<file path="src/rtl/timer_pkg.sv">
`default_nettype none
// ============================================================================
//  Module      : timer_pkg
//  Description : Shared types and constants for the timer unit: FSM state
//                encoding, counter width and the default prescale divisor.
//  Revision    : 1.0  initial release
// ============================================================================
package timer_pkg;

    // Width of the load, reload, counter and snapshot registers.
    localparam int COUNT_W = 16;

    // Default number of clk cycles per count tick.
    localparam int PRESCALE_DIV_DEFAULT = 1;

    typedef enum logic [1:0] {
        STOP    = 2'd0,
        RUN     = 2'd1,
        EXPIRED = 2'd2
    } timer_state_t;

endpackage : timer_pkg
`default_nettype wire

</file>
<file path="src/rtl/timer_prescaler.sv">
`default_nettype none
// ============================================================================
//  Module      : timer_prescaler
//  Description : Free-running divider producing one tick every PRESCALE_DIV
//                enabled cycles. The counter runs 0..PRESCALE_DIV-1 and the
//                tick is asserted during the cycle it holds the last value.
//  Revision    : 1.0  initial release
//
//  Ports
//    clk     in   system clock
//    rst     in   synchronous active-high reset
//    enable  in   advance the divider this cycle
//    clear   in   force the divider back to 0 (overrides enable)
//    tick    out  combinational tick, valid in the cycle the count wraps
// ============================================================================
module timer_prescaler #(
    parameter int PRESCALE_DIV = 1
) (
    input  logic clk,
    input  logic rst,
    input  logic enable,
    input  logic clear,
    output logic tick
);

    // A divisor of 1 still needs a one-bit register to stay legal.
    localparam int                CNT_W  = (PRESCALE_DIV > 1) ? $clog2(PRESCALE_DIV) : 1;
    localparam logic [CNT_W-1:0]  C_LAST = CNT_W'(PRESCALE_DIV - 1);

    logic [CNT_W-1:0] r_cnt;
    logic             w_last;

    assign w_last = (r_cnt == C_LAST);
    assign tick   = enable && w_last;

    always_ff @(posedge clk) begin
        if (rst || clear) begin
            r_cnt <= '0;
        end else if (enable) begin
            r_cnt <= w_last ? '0 : r_cnt + 1'b1;
        end
    end

endmodule : timer_prescaler
`default_nettype wire

</file>
<file path="src/rtl/timer_unit.sv">
`default_nettype none
// ============================================================================
//  Module      : timer_unit
//  Description : 16-bit down-counting timer with prescaler, load/capture
//                strobes and a sticky expiry interrupt.
//                Build option TIMER_AUTORELOAD_EN: when defined the counter
//                reloads on expiry and keeps running (periodic interrupt);
//                when undefined the timer stops in EXPIRED (one-shot).
//  Revision    : 1.0  initial release
//
//  Ports
//    clk           in   system clock
//    rst           in   synchronous active-high reset
//    timer_cs      in   chip select, qualifies wr/start/rd
//    timer_wr      in   load strobe (reload and counter <= timer_datain)
//    timer_start   in   level-sensitive run enable
//    timer_rd      in   capture strobe (timer_value <= counter, clears INT)
//    timer_datain  in   16-bit load value
//    timer_value   out  registered counter snapshot
//    timer_INT     out  registered sticky expiry flag
// ============================================================================
module timer_unit
    import timer_pkg::*;
#(
    parameter int PRESCALE_DIV = PRESCALE_DIV_DEFAULT
) (
    input  logic               clk,
    input  logic               rst,
    input  logic               timer_cs,
    input  logic               timer_wr,
    input  logic               timer_start,
    input  logic               timer_rd,
    input  logic [COUNT_W-1:0] timer_datain,
    output logic [COUNT_W-1:0] timer_value,
    output logic               timer_INT
);

    timer_state_t       r_state;
    logic [COUNT_W-1:0] r_count;
    logic [COUNT_W-1:0] r_value;
    logic               r_int;

    logic w_wr;
    logic w_run;
    logic w_rd;
    logic w_presc_en;
    logic w_tick;
    logic w_expire;

    assign w_wr  = timer_cs && timer_wr;
    assign w_run = timer_cs && timer_start;
    assign w_rd  = timer_cs && timer_rd;

    // The divider only advances while actually running; a load in the same
    // cycle wins and restarts it from zero instead.
    assign w_presc_en = (r_state == RUN) && w_run && !w_wr;
    assign w_expire   = w_tick && (r_count == '0);

    timer_prescaler #(
        .PRESCALE_DIV (PRESCALE_DIV)
    ) u_prescaler (
        .clk    (clk),
        .rst    (rst),
        .enable (w_presc_en),
        .clear  (w_wr),
        .tick   (w_tick)
    );

`ifdef TIMER_AUTORELOAD_EN
    // The reload value is only ever consumed when reloading on expiry, so
    // the register exists only in the periodic build.
    logic [COUNT_W-1:0] r_reload;

    always_ff @(posedge clk) begin
        if (rst) begin
            r_reload <= '0;
        end else if (w_wr) begin
            r_reload <= timer_datain;
        end
    end
`endif

    always_ff @(posedge clk) begin
        if (rst) begin
            r_state <= STOP;
            r_count <= '0;
            r_value <= '0;
            r_int   <= 1'b0;
        end else begin
            // Capture samples the pre-update count regardless of other controls.
            if (w_rd) begin
                r_value <= r_count;
            end

            if (w_wr) begin
                r_count <= timer_datain;
                r_int   <= 1'b0;
                r_state <= STOP;
            end else begin
                // Expiry outranks the clear-on-read of the interrupt.
                if (w_expire) begin
                    r_int <= 1'b1;
                end else if (w_rd) begin
                    r_int <= 1'b0;
                end

                case (r_state)
                    STOP: begin
                        if (w_run) begin
                            r_state <= RUN;
                        end
                    end
                    RUN: begin
                        if (!w_run) begin
                            r_state <= STOP;
                        end else if (w_tick) begin
                            if (r_count != '0) begin
                                r_count <= r_count - 1'b1;
                            end else begin
`ifdef TIMER_AUTORELOAD_EN
                                r_count <= r_reload;
`else
                                r_state <= EXPIRED;
`endif
                            end
                        end
                    end
                    EXPIRED: begin
                        if (!w_run) begin
                            r_state <= STOP;
                        end
                    end
                    default: begin
                        r_state <= STOP;
                    end
                endcase
            end
        end
    end

    assign timer_value = r_value;
    assign timer_INT   = r_int;

endmodule : timer_unit
`default_nettype wire

</file>
<file path="config.mk">
export PLATFORM = sky130hd
export DESIGN_NAME = timer_unit
export DESIGN_NICKNAME = d
export VERILOG_FILES = /design/src/rtl/timer_pkg.sv /design/src/rtl/timer_prescaler.sv /design/src/rtl/timer_unit.sv
export SDC_FILE = /design/constraint.sdc
export NUM_CORES = 1
export LEC_CHECK = 0
export CORE_MARGIN = 2
export CORE_UTILIZATION = 53
export CTS_CLUSTER_DIAMETER = 100
export CTS_CLUSTER_SIZE = 24
export DETAILED_ROUTE_END_ITERATION = 6
export PLACE_DENSITY = 0.84
export SLEW_MARGIN = 20
export SYNTH_ARGS = -nofsm -noshare
export SYNTH_HDL_FRONTEND = slang
export SYNTH_SLANG_ARGS = --single-unit
</file>
<file path="constraint.sdc">
create_clock -name clk -period 4.6 [get_ports clk]
set_input_delay 0.69 -clock clk [delete_from_list [all_inputs] [get_ports clk]]
set_output_delay 0.69 -clock clk [all_outputs]
set_load 0.005 [all_outputs]
</file>
==> implementation parameters <==
Parameter                              Value

Outcome
  Outcome ... complete, no violations

Synth
  Leading post-synthesis cells by cell area ... sky130_fd_sc_hd__dfxtp_1, sky130_fd_sc_hd__nand2_1, sky130_fd_sc_hd__a311oi_1
  Average instance area after synthesis ... 8.09 sq um
  Syn Nets ... 233
  Total of warnings raised by yosys ... 0
  List of most frequent post-synthesis cells ... sky130_fd_sc_hd__nand2_1, sky130_fd_sc_hd__dfxtp_1, sky130_fd_sc_hd__a21oi_1, sky130_fd_sc_hd__nor2_1, sky130_fd_sc_hd__a311oi_1
  Async set or reset register ratio after synthesis ... 0
  Number of enable-type register cells in the synthesized netlist ... 0
  Cells after synthesis ... 210
  Distinct cell type count after synthesis ... 42
  Area fraction of the dominant cell type after synthesis ... 0.413
  Sequential area share after synthesis ... 0.413
  Cell type with the highest aggregate area in the netlist ... sky130_fd_sc_hd__dfxtp_1
  #FFs+latches synth ... 35
  Post-synthesis instance area ... 1700 sq um
  Top flip-flop cell by instance count after synthesis ... sky130_fd_sc_hd__dfxtp_1
  Most frequently used cell type in the post-synthesis netlist ... sky130_fd_sc_hd__nand2_1

Pwr
  Int Power ... about 0.46 mW
  Portion of total power attributed to sequential cells ... 0.530
  Clk pwr share ... 0.302
  Peak ir drop on the vdd network ... 0.000139 V
  Share of total power consumed by net switching ... 0.271
  Final total power ... 0.627 mW
  Combinational share of power ... 0.168
  Static power due to leakage ... roughly 0.7 nW
  Power per standard cell area ... 290 nW/um^2
  Switching pwr ... 0.170 mW

Min path
  Worst hold start ... timer_value[6]
  Min-Delay Path Class ... reg -> reg

Clock network
  Clock network latency to the later pin of the worst-skew pair ... roughly 0.35 ns
  Largest buffer count on any clock path ... 2
  Number of buffers inserted by hold repair at cts ... 0
  CTS HTree Levels ... 2
  Clock transition at the registers of the reported paths ... 0.09 ns
  Gates resized, CTS repair ... 0
  Clock root cell ... sky130_fd_sc_hd__clkbuf_4
  TritonCTS sink count ... 35
  TritonCTS buffer count ... 5
  Count of buffers added by post-CTS timing repair for setup ... 0
  CTS tree ... done

Floorplanning
  Initial cell density of the core ... 0.556
  Die boundary height ... between 60 and 70 microns
  Die X ... 60.6 microns
  Core outline area ... 3050 sq um
  # rows ... 20
  Count of pins on the block boundary ... 39
  Die footprint ... 3670 sq um

Layout
  Non-filler instance count after layout ... 289
  Layout cells sized above 1 ... 0.0694
  Count of nets after finishing ... approximately 270
  Synth-to-layout area growth ... 27.4%
  Number of antenna diodes ... 0

STA
  Slew headroom ... 0.299
  Shortest clock period the worst path allows after layout ... 2.69 ns
  Unrepaired setup endpoints after global routing ... no
  Hold Violations, Final ... 0
  Count of pins over their slew limit ... 0
  Total setup violations reported at the end of the flow ... 0
  Total Negative Setup Slacks ... 0 ns
  Transition time of the tightest slew-check pin ... between 1 and 1.5 ns
  Post-route fraction of the period consumed by the critical path ... 0.585
  Maximum achievable frequency ... about 370 MHz
  Worst-case clock skew ... 0.00902 ns

Run
  Total of max-cap violations ... 0

Worst setup path
  Nature of the critical path endpoint ... register
  Startpoint of the worst-slack reg-to-reg timing path ... r_count[1]
  Worst Setup SP ... timer_cs
  Startpoint class of the critical path ... primary input
  Worst path arrival time ... roughly 3.0 ns
  Critical path required time ... 4.86 ns
  Maximum fanout along the worst path ... 13
  Category of the critical setup timing path ... in -> reg

Placed design
  RePlAce Congestion ... 0.926
  IO Port Bufs ... 38
  Cell count after placement ... 281
  HPWL after DPL ... 2560 microns

Detailed routing
  Remaining antenna violation count ... 0
  Via/cell ratio ... 5.68
  DRT Pass-1 Iters ... 4
  Detailed Route Iter0 Violations ... 59
  Number of remaining DRC errors ... 0
  Wirelength, routed ... 3670 microns
  Routed via count ... 1641
  Average routed wire per standard cell ... roughly 13 microns

Global routing
  Largest net degree at the start of global routing ... 34
  Total congestion overflow ... 0
  Initial antenna violation count ... 0
  Vias in the first global route ... around 1400
  Aggregate global-route resource usage ... 0.218
  Global-route wire length before repair ... 5960 microns
-- power by group through the flow --
stage                     clock [mW]  sequential [mW]  combinational [mW]
after floorplan                    0            0.336              0.0665
after global placement             0            0.339               0.103
after detailed placement           0            0.339               0.105
after CTS                      0.194            0.332               0.105
after global routing           0.206            0.335               0.117
final                          0.189            0.332               0.105
-- flip-flops by register name, summed over array words and instances (netlist names) --
| name | count |
|---|---|
| r_state | 2 |
| timer_INT | 1 |
| r_count | 16 |
| timer_value | 16 |
-- critical path, cell delays in order --
cell	delay, ns
sky130_fd_sc_hd__clkdlybuf4s50_1	0.56
sky130_fd_sc_hd__nand4b_1	0.42
sky130_fd_sc_hd__or4_1	0.62
sky130_fd_sc_hd__or4_1	0.40
sky130_fd_sc_hd__a311oi_1	0.26
-- cells in the final DEF (no fill, tap or decap), types with 2 or more instances in the layout --
| master | instances |
|---|---|
| sky130_fd_sc_hd__nand2_1 | 41 |
| sky130_fd_sc_hd__clkdlybuf4s50_1 | 38 |
| sky130_fd_sc_hd__dfxtp_1 | 35 |
| sky130_fd_sc_hd__a21oi_1 | 18 |
| sky130_fd_sc_hd__nor2_1 | 18 |
| sky130_fd_sc_hd__a311oi_1 | 12 |
| sky130_fd_sc_hd__or4_1 | 10 |
| sky130_fd_sc_hd__or3_1 | 9 |
| sky130_fd_sc_hd__o21ai_0 | 9 |
| sky130_fd_sc_hd__clkbuf_4 | 5 |
| sky130_fd_sc_hd__nor3_1 | 4 |
| sky130_fd_sc_hd__inv_1 | 3 |
| sky130_fd_sc_hd__nor4_1 | 3 |
| sky130_fd_sc_hd__o31ai_1 | 3 |
| sky130_fd_sc_hd__and2_1 | 2 |
| sky130_fd_sc_hd__nand3_1 | 2 |
| sky130_fd_sc_hd__nand4_1 | 2 |
| sky130_fd_sc_hd__a211oi_1 | 2 |
| sky130_fd_sc_hd__nand2b_1 | 2 |
| sky130_fd_sc_hd__or2_2 | 2 |
| sky130_fd_sc_hd__clkbuf_8 | 2 |
-- path summary, 6_finish.rpt --
kind	to	slack, ns	cells after the start
worst max-delay path	r_count[6]	1.91	5
worst min-delay path	timer_value[6]	0.46	2
worst max register to register	r_state[1]	2.17	6
worst min register to register	timer_value[6]	0.46	2
-- per-layer routing --
| metal | global-route usage | share of wire | up-vias |
|---|---|---|---|
| li1 | - | - | 856 |
| met1 | 0.295 | 0.51 | 746 |
| met2 | 0.332 | 0.44 | 33 |
| met3 | 0.0618 | 0.038 | 6 |
| met4 | 0.0807 | 0.014 | 0 |
| met5 | 0 | 0 | - |
-- per-stage QoR --
stage | cell area (sq um) | worst slack (ns) | hold WS, ns | util
after floorplan | 1700 | 2.47 | 0.445 | -
after global placement | 2090 | 1.61 | 0.441 | 0.686
after detailed placement | 2090 | 1.55 | 0.447 | 0.686
after CTS | 2160 | 1.91 | 0.461 | 0.709
after global routing | 2160 | 1.73 | 0.474 | 0.709
final | 2160 | 1.91 | 0.458 | 0.709
-- cell families after synthesis --
family | count (synthesis) | share of synthesized area
fa+ha+maj | 1 | 0.00737
simple gates | 106 | 0.335
compound gates | 52 | 0.206
mux | 1 | 0.00590
flops | 35 | 0.413
buf+inv | 15 | 0.0339
-- cell type report --
class / count / area (sq um)
multi-input cells: 160 / 940
fillers: 289 / 890
flip-flops and latches: 35 / 701
repair buffers: 39 / 388
clock buffers: 8 / 68.8
well taps: 44 / 55.1
inverters: 3 / 11.3
No activity file was read; power rests on OpenSTA's default activity.
